`src/rtl/sqrt_iter_pkg.sv`:
```
// Shared types and sizing helpers for the digit-by-digit square-root unit.
package sqrt_iter_pkg;

  typedef enum logic [1:0] {IDLE, CALC, DONE_S} state_t;

  // Result bits produced for a Q(W-FRAC).FRAC radicand shifted left by FRAC.
  function automatic int calc_n(input int w, input int frac);
    return (w + frac) / 2;
  endfunction

  function automatic int cnt_w(input int n);
    return $clog2(n + 2);
  endfunction

endpackage

```
`src/rtl/sqrt_iter_step.sv`:
```
// One trial-subtract iteration of the square root: consumes two radicand bits
// and produces one root bit.
module sqrt_iter_step #(
  parameter int N = 12
) (
  input  logic [N+1:0] rem,
  input  logic [N-1:0] root,
  input  logic [1:0]   bits,
  output logic [N+1:0] rem_next,
  output logic [N-1:0] root_next
);

  logic [N+1:0] rem_sh;
  logic [N+1:0] trial;
  logic         ge;

  always_comb begin
    rem_sh    = (rem << 2) | (N+2)'(bits);
    trial     = {root, 2'b01};
    ge        = (rem_sh >= trial);
    rem_next  = ge ? (rem_sh - trial) : rem_sh;
    root_next = (root << 1) | N'(ge);
  end

endmodule

```
`src/rtl/sqrt_iter.sv`:
```
// Handshaked fixed-point unsigned square root, one result bit per clock.
// Define SQRT_ITER_ROUND_EN to run one extra guard iteration and round half-up.
module sqrt_iter
  import sqrt_iter_pkg::*;
#(
  parameter int W    = 16,
  parameter int FRAC = 8
) (
  input  logic         CLK,
  input  logic         RST,
  input  logic         START,
  input  logic [W-1:0] DATA_IN,
  output logic         BUSY,
  output logic         DONE,
  output logic [W-1:0] DATA_OUT
);

  localparam int N = calc_n(W, FRAC);
`ifdef SQRT_ITER_ROUND_EN
  localparam int NI = N + 1;
`else
  localparam int NI = N;
`endif
  localparam int XW = 2 * NI;
  localparam int CW = cnt_w(NI);

  generate
    if (FRAC < 0 || FRAC >= W || ((W + FRAC) % 2) != 0) begin : g_bad_param
      $error("sqrt_iter: need 0 <= FRAC < W and (W+FRAC) even");
    end
  endgenerate

  state_t          state_q, state_d;
  logic [XW-1:0]   rad_q, rad_d;
  logic [NI+1:0]   rem_q, rem_d, rem_nx;
  logic [NI-1:0]   root_q, root_d, root_nx;
  logic [CW-1:0]   cnt_q, cnt_d;
  logic [W-1:0]    out_q, out_d;
  logic [W-1:0]    res;

  sqrt_iter_step #(.N(NI)) u_step (
    .rem       (rem_q),
    .root      (root_q),
    .bits      (rad_q[XW-1 -: 2]),
    .rem_next  (rem_nx),
    .root_next (root_nx)
  );

`ifdef SQRT_ITER_ROUND_EN
  // LSB of the extended root is the guard bit; adding it rounds half-up.
  assign res = W'(root_nx[NI-1:1]) + W'(root_nx[0]);
`else
  assign res = W'(root_nx);
`endif

  always_comb begin
    state_d = state_q;
    rad_d   = rad_q;
    rem_d   = rem_q;
    root_d  = root_q;
    cnt_d   = cnt_q;
    out_d   = out_q;
    case (state_q)
      IDLE, DONE_S: begin
        state_d = IDLE;
        if (START) begin
          rad_d   = XW'(DATA_IN) << (XW - W);
          rem_d   = '0;
          root_d  = '0;
          cnt_d   = CW'(NI);
          state_d = CALC;
        end
      end
      CALC: begin
        rad_d  = rad_q << 2;
        rem_d  = rem_nx;
        root_d = root_nx;
        cnt_d  = cnt_q - CW'(1);
        if (cnt_q == CW'(1)) begin
          out_d   = res;
          state_d = DONE_S;
        end
      end
      default: state_d = IDLE;
    endcase
  end

  always_ff @(posedge CLK) begin
    if (RST) begin
      state_q <= IDLE;
      rad_q   <= '0;
      rem_q   <= '0;
      root_q  <= '0;
      cnt_q   <= '0;
      out_q   <= '0;
    end else begin
      state_q <= state_d;
      rad_q   <= rad_d;
      rem_q   <= rem_d;
      root_q  <= root_d;
      cnt_q   <= cnt_d;
      out_q   <= out_d;
    end
  end

  assign BUSY     = (state_q == CALC);
  assign DONE     = (state_q == DONE_S);
  assign DATA_OUT = out_q;

endmodule

```
`config.mk`:
```
export PLATFORM = sky130hd
export DESIGN_NAME = sqrt_iter
export DESIGN_NICKNAME = d
export VERILOG_FILES = /design/src/rtl/sqrt_iter_pkg.sv /design/src/rtl/sqrt_iter_step.sv /design/src/rtl/sqrt_iter.sv
export SDC_FILE = /design/constraint.sdc
export NUM_CORES = 1
export LEC_CHECK = 0
export BUFFER_PORTS_ARGS = -buffer_cell sky130_fd_sc_hd__buf_2
export CORE_MARGIN = 1
export CORE_UTILIZATION = 52
export CTS_CLUSTER_DIAMETER = 200
export DETAILED_ROUTE_END_ITERATION = 10
export PLACE_DENSITY = 0.81
export SYNTH_ARGS = -nofsm -noshare
export SYNTH_HDL_FRONTEND = slang
export SYNTH_SLANG_ARGS = --single-unit
```
`constraint.sdc`:
```
create_clock -name CLK -period 1.9 [get_ports CLK]
set_input_delay 0.38 -clock CLK [delete_from_list [all_inputs] [get_ports CLK]]
set_output_delay 0.38 -clock CLK [all_outputs]
set_load 0.005 [all_outputs]
```
== Word level (Yosys, flattened, before mapping) ==
Index checks and enable logic that the tools add are counted.

* Flip-flop bits (word level): 66
* Input port bits: 19
* Word-level logic and storage cells: 33

* Add/sub/neg operators: 2
* Order comparisons: 1
* Equal/unequal tests: 5
* Muxes and demuxes: 12
* Bitwise operators: 2
* Reductions and logical operators: 5

{| class="wikitable"
|+ Operator list
! cell !! number
|-
| 12-bit one-hot mux with 2 select lines || 2
|-
| 24-bit one-hot mux with 2 select lines || 1
|-
| 12-bit 2-to-1 mux || 3
|-
| 24-bit 2-to-1 mux || 1
|-
| 14-bit >= comparator || 1
|-
| 14-bit by 2-bit OR with 14-bit output || 1
|-
| 12-bit by 1-bit OR with 12-bit output || 1
|-
| 12-bit subtractor || 1
|-
| 4-bit one-hot mux with 2 select lines || 1
|-
| 4-bit by 1-bit equality test with 1-bit output (second input constant) || 1
|-
| 4-bit 2-to-1 mux || 1
|-
| 2-bit one-hot mux with 2 select lines || 1
|-
| 2-bit AND reduction || 2
|-
| 4-bit by 1-bit subtractor with 4-bit output (second input constant) || 1
|-
| 2-bit by 1-bit equality test with 1-bit output (second input constant) || 1
|-
| 2-bit equality test (second input constant) || 1
|-
| 2-bit logical NOT || 1
|-
| 2-bit 2-to-1 mux || 1
|-
| 2-bit by 1-bit != test with 1-bit output (second input constant) || 1
|-
| 2-bit != test (second input constant) || 1
|-
| 2-bit nonzero test || 1
|-
| 2-bit OR reduction || 1
|-
| 1-bit 2-to-1 mux || 1
|}

== Logic depth before layout (Yosys ltp) ==
* Depth in word-level cells: 4
* Mapped depth: 10
* Gate-level depth less buffers: 8

== Modules after synthesis ==
Synthesis repeated with hierarchy kept, for this count alone.

* Cells, all modules: 400
* Area total of the unflattened synthesis: 3,369.5 um2

{| class="wikitable"
|+ Modules (own cells, without submodules)
! module !! times used !! cells each !! area an instance (um2) !! seq. area each (um2)
|-
| sqrt_iter || 1 || 268 || 2,319.7 || 1,201.2
|-
| sqrt_iter_step || 1 || 132 || 1,049.8 || 0.0
|}

== Worst setup path before layout ==
OpenSTA, ideal clock, no wires.

* Path kind: flip-flop to flip-flop
* Start point: reg root_q[0]
* End point: reg rem_q[2]
* Data arrival time: 1.977 ns
* Required time: 1.788 ns
* Slack: -0.189 ns
* Stages on the path, launching flop included: 10
* Buffers on the path: 1
* Cell sequence: dfxtp_1 > inv_1 > ha_1 > nor2b_4 > o31ai_4 > a211o_4 > a21boi_4 > or2_1 > buf_6 > a2111oi_1

* Cells in the longest elaborated chain, start to end: 3

{| class="wikitable"
|+ Ends and longest elaborated chain
! what !! line !! source
|-
| from (decl) || sqrt_iter.sv:36 || <nowiki>logic [NI-1:0] root_q, root_d, root_nx;</nowiki>
|-
| from (signal assigned) || sqrt_iter.sv:100 || <nowiki>root_q <= root_d;</nowiki>
|-
| 12-bit subtractor / 14-bit >= comparator (equally long branches) || sqrt_iter_step.sv:21, sqrt_iter_step.sv:20 ||
|-
| 12-bit 2-to-1 mux * || sqrt_iter_step.sv:21 || <nowiki>rem_next = ge ? (rem_sh - trial) : rem_sh;</nowiki>
|-
| 12-bit one-hot mux with 2 select lines * || sqrt_iter.sv:63 || <nowiki>case (state_q)</nowiki>
|-
| to (signal assigned) || sqrt_iter.sv:99 || <nowiki>rem_q <= rem_d;</nowiki>
|-
| to (decl) || sqrt_iter.sv:35 || <nowiki>logic [NI+1:0] rem_q, rem_d, rem_nx;</nowiki>
|}

Mark *: on every way between the ends. The rest lies on a longest branch, timed or not.
A chain may end at the register's enable or synchronous reset.

== Worst setup path after layout ==
* Start point: reg rem_q[5]
* End point: reg rem_q[0]

* Cells in the longest elaborated chain, start to end: 4

{| class="wikitable"
|+ Ends and longest elaborated chain
! what !! line !! source
|-
| 14-bit by 2-bit OR with 14-bit output || sqrt_iter_step.sv:18 || <nowiki>rem_sh = (rem << 2) | (N+2)'(bits);</nowiki>
|-
| 14-bit >= comparator || sqrt_iter_step.sv:20 || <nowiki>ge = (rem_sh >= trial);</nowiki>
|-
| 12-bit 2-to-1 mux || sqrt_iter_step.sv:21 ||
|-
| 12-bit one-hot mux with 2 select lines || sqrt_iter.sv:63 ||
|}

Every way passes these cells.

==> parameters.txt <==
Parameter                              Value

GRT
  Busiest grt layer    met2
  Maximum number of pins on one net before global-route repair    between 50 and 60
  Met1 routing resource usage after global routing    31.6%
  Global-route congestion overflow total    0
  Overall track demand over capacity in global routing    28.8%
  Global Route met3 Usage    approximately 7%
  Number of global-route vias before repair    3018
  Wire length of the first global-routing pass    13600 um
  Initial antenna violation count    0
  Met2 GRT Util    49.3%

Critical path
  Reg-to-Reg End    rem_q[0]
  Type of element launching the critical path    flop
  Delay of the slowest cell on the worst path    0.39 ns
  Path type of the worst setup path    reg2reg
  Slowest library cell on the worst path    dfxtp_1
  Kind of capture point of the worst setup path    flop
  Maximum fanout count along the critical path    5
  Critical path, cell by cell    ha_4 > a21oi_2 > o21ai_2 > a31oi_4 > a21boi_4 > or3_1 > a32o_1
  Length in cells of the worst reg-to-reg path    7
  Startpoint of the worst-slack reg-to-reg timing path    rem_q[5]
  R2R Setup Slk    -0.13 ns
  Required time at the endpoint of the critical path    2.12 ns
  Data arrival time of the worst path    2.25 ns

Min path
  Capture endpoint of the worst hold path    rad_q[9]
  Hold path depth    3
  Hold WC Path Type    in2reg
  Startpoint of the worst hold path    DATA_IN[1]

Final layout
  Antenna diode count    0
  Net count, final    496
  Layout Area Growth over Synthesis    33.1%
  Post-route cell area    4060 um2
  Layout cells sized above 1    34.2%

Detailed routing
  Violation count after the first detailed-route iteration    190
  Remaining antenna violation count    0
  Via density per instance    5.90
  Drc violations    0
  Routed length per placed instance    16.1 um
  Final WL    a little under 9000 um
  Via Count    3167
  First-pass detailed-route iteration total    7

Timing
  Post-Route Hold Slack    0.292 ns
  Highest attainable clock frequency    just under 0.5 GHz
  Clock tree skew after final layout    0.0118 ns
  Max-slew headroom at the worst pin    between 20% and 30%
  Tightest Pin Transition    1.13 ns
  Final number of max-transition violations    0
  Fin worst setup slack    -0.130 ns
  Time the worst path needs with I/O delays and setup    2.03 ns
  Setup repair after global routing missed its margin    true
  Number of setup violations in the final report    12
  Number of failing hold endpoints at the final stage    0
  Final Cycle Share    107%

Yosys
  Post-synthesis cell count    approximately 380
  Main synth FF type    dfxtp_1
  Seq/Total Area, Yosys    38.0%
  Synth unique cells    between 50 and 60
  Arithmetic-cell share of the synthesized area counting full adders, half adders and majority gates    6.55%
  Area share of the largest cell type after synthesis    38.0%
  Largest area contributor in the netlist    dfxtp_1
  Syn_area_per_cell    8.10 um2
  Number of enable flip-flop cells after synthesis    0
  Simple-gate area share of the yosys netlist    18.5%
  Combinational family with the most area after synthesis    compound AO/OA/AOI/OAI gates
  Synth Warn #    0
  Cell Area, Synth    3050 um2
  Mux cell area share after synthesis    less than 1%
  Yosys reg bits    between 50 and 60
  Share of synthesized registers carrying an async set or reset    0%
  Synth Area in Compound Gates    28.1%
  Ranking of synthesized cells by area    dfxtp_1 (38%), nand2_1 (7.3%), a22oi_1 (6.6%), a21oi_1 (6.6%), ha_1 (6.6%)
  Xor-xnor portion of the synthesized cell area    1.43%

Placed design
  Half-perimeter wire length after placement    approximately 5600 um
  Gpl congestion    0.877
  Dpl cell area    3690 um2
  Worst slack at placement    -0.249 ns
  Number of buffers inserted by port buffering    32

Die
  Area of the die    6180 um2
  Initial Utilization    54.8%
  Core box area    approximately 5600 um2
  Vertical extent of the die    78.6 um
  Top-Level Pins    37
  Cell row count    27
  Die boundary width    a little under 80 um

Clock tree
  Maximum buffer depth of the clock tree    2
  Inserted Clock Buffers    9
  TritonCTS clock tree    yes
  TritonCTS sink count    58
  H-tree level count    3
  Clock latency on the worst-skew pair    0.34 ns
  Clock input transition at the sequential cells of the worst setup and hold paths    0.07 ns
  Clock Tree Root    clkbuf_8

Outcome
  Run status    finished, violations left
  Violations in the final reports    negative setup slack

Power and ir drop
  Leakage power figure    1.65 nW
  Power density of the placed cells    roughly 1800 nW/um2
  Max VDD drop    between 1 and 1.5 mV
  Post-layout power    7.49 mW

Job
  Max-cap viol count    0
cell usage after synthesis (all sizes together), types with 4 or more instances:
master and n:
nand2 59, dfxtp 58, a21oi 40, nor2 35
a22oi 27, inv 19, clkbuf 18, ha 16
o211ai 14, o21ai 12, buf 10, nor3 7
nand3 6, nor2b 5, a211oi 4, nand2b 4
xnor2 4
cell families (layout without fill, tap and decap cells):
group	after synthesis	in the layout
flip-flops	58	58
AO/OA/AOI/OAI	121	122
XOR/XNOR	5	5
multiplexers	1	1
buffers and inverters	47	131
adder cells (fa/ha/maj)	16	16
other	1	4
AND/OR/NAND/NOR	128	128
layout by cell type (no fill, tap or decap), types with 2 or more instances in the layout:
cell type,instances
dfxtp_2,7
nand3_1,4
dfxtp_1,51
or3_1,2
buf_6,3
inv_2,5
nand2_1,59
clkinvlp_4,2
inv_1,14
conb_1,4
a22oi_1,27
xnor2_1,4
o311a_1,2
nand3_2,2
buf_4,62
a21oi_1,37
clkbuf_8,9
a21oi_2,3
nor2b_1,4
nand2b_1,4
ha_4,7
clkinv_2,4
a211oi_1,3
o21ai_0,7
buf_2,32
nor2_1,33
o211ai_1,14
o21ai_2,3
a21boi_4,2
a32o_1,2
nor2_2,2
nor3_1,7
ha_1,8
state kept, by name, summed over array words and instances (netlist names):
signal and flops:
root_q 12, rad_q 16, rem_q 12, cnt_q 4, state_q 2, DATA_OUT 12
routing by layer:
metal	vias up	share of wire, %
li1	1501	-
met1	1502	39
met2	121	51
met3	43	5.7
met4	0	4.7
met5	-	0
what timing repair did:
item	in CTS	in global routing
gates resized for setup	18	17
pin swaps	13	12
endpoints found under the setup margin	13	24
hold buffers	0	0
setup buffers	2	4
gates cloned	1	0
worst max-delay path, delay by kind of cell (launching register included):
family	cells	cell delay [ns]
simple gates	1	0.34
compound gates	5	0.92
fa+ha+maj	1	0.24
flops	1	0.39
through the flow:
stage                     setup TNS, ns  utilization [%]  instances
after global placement            -1.33             66.2        516
final                             -1.02             72.9        537
after detailed placement          -2.28             66.2        516
after CTS                        -0.718             71.2        533
after floorplan                  -0.210                -        380
after global routing              -1.68             72.9        537
worst max path at each step:
stage / startpoint / to / slack [ns]
floorplan: root_q[0] / rem_q[6] / -0.09
global placement: root_q[7] / rem_q[6] / -0.16
detailed placement: root_q[7] / rem_q[2] / -0.25
CTS: root_q[0] / rem_q[0] / -0.09
global route: root_q[0] / rem_q[9] / -0.19
finish: rem_q[5] / rem_q[0] / -0.13
report_power, final:
| group | internal [mW] | switching [mW] |
|---|---|---|
| Combinational | 2.42 | 2.62 |
| Sequential | 1.37 | 0.130 |
| Clock | 0.454 | 0.492 |
| Total | 4.24 | 3.25 |
cell type report:
| cell class | count | area, um2 |
|---|---|---|
| Timing Repair Buffer | 97 | 659 |
| Clock inverter | 6 | 35.0 |
| Clock buffer | 9 | 124 |
| Tap cell | 72 | 90.1 |
| Sequential cell | 58 | 1170 |
| Inverter | 19 | 71.3 |
| Fill cell | 410 | 1510 |
| Multi-Input combinational cell | 276 | 1910 |
Note: power is estimated with default switching activity, not from simulation.
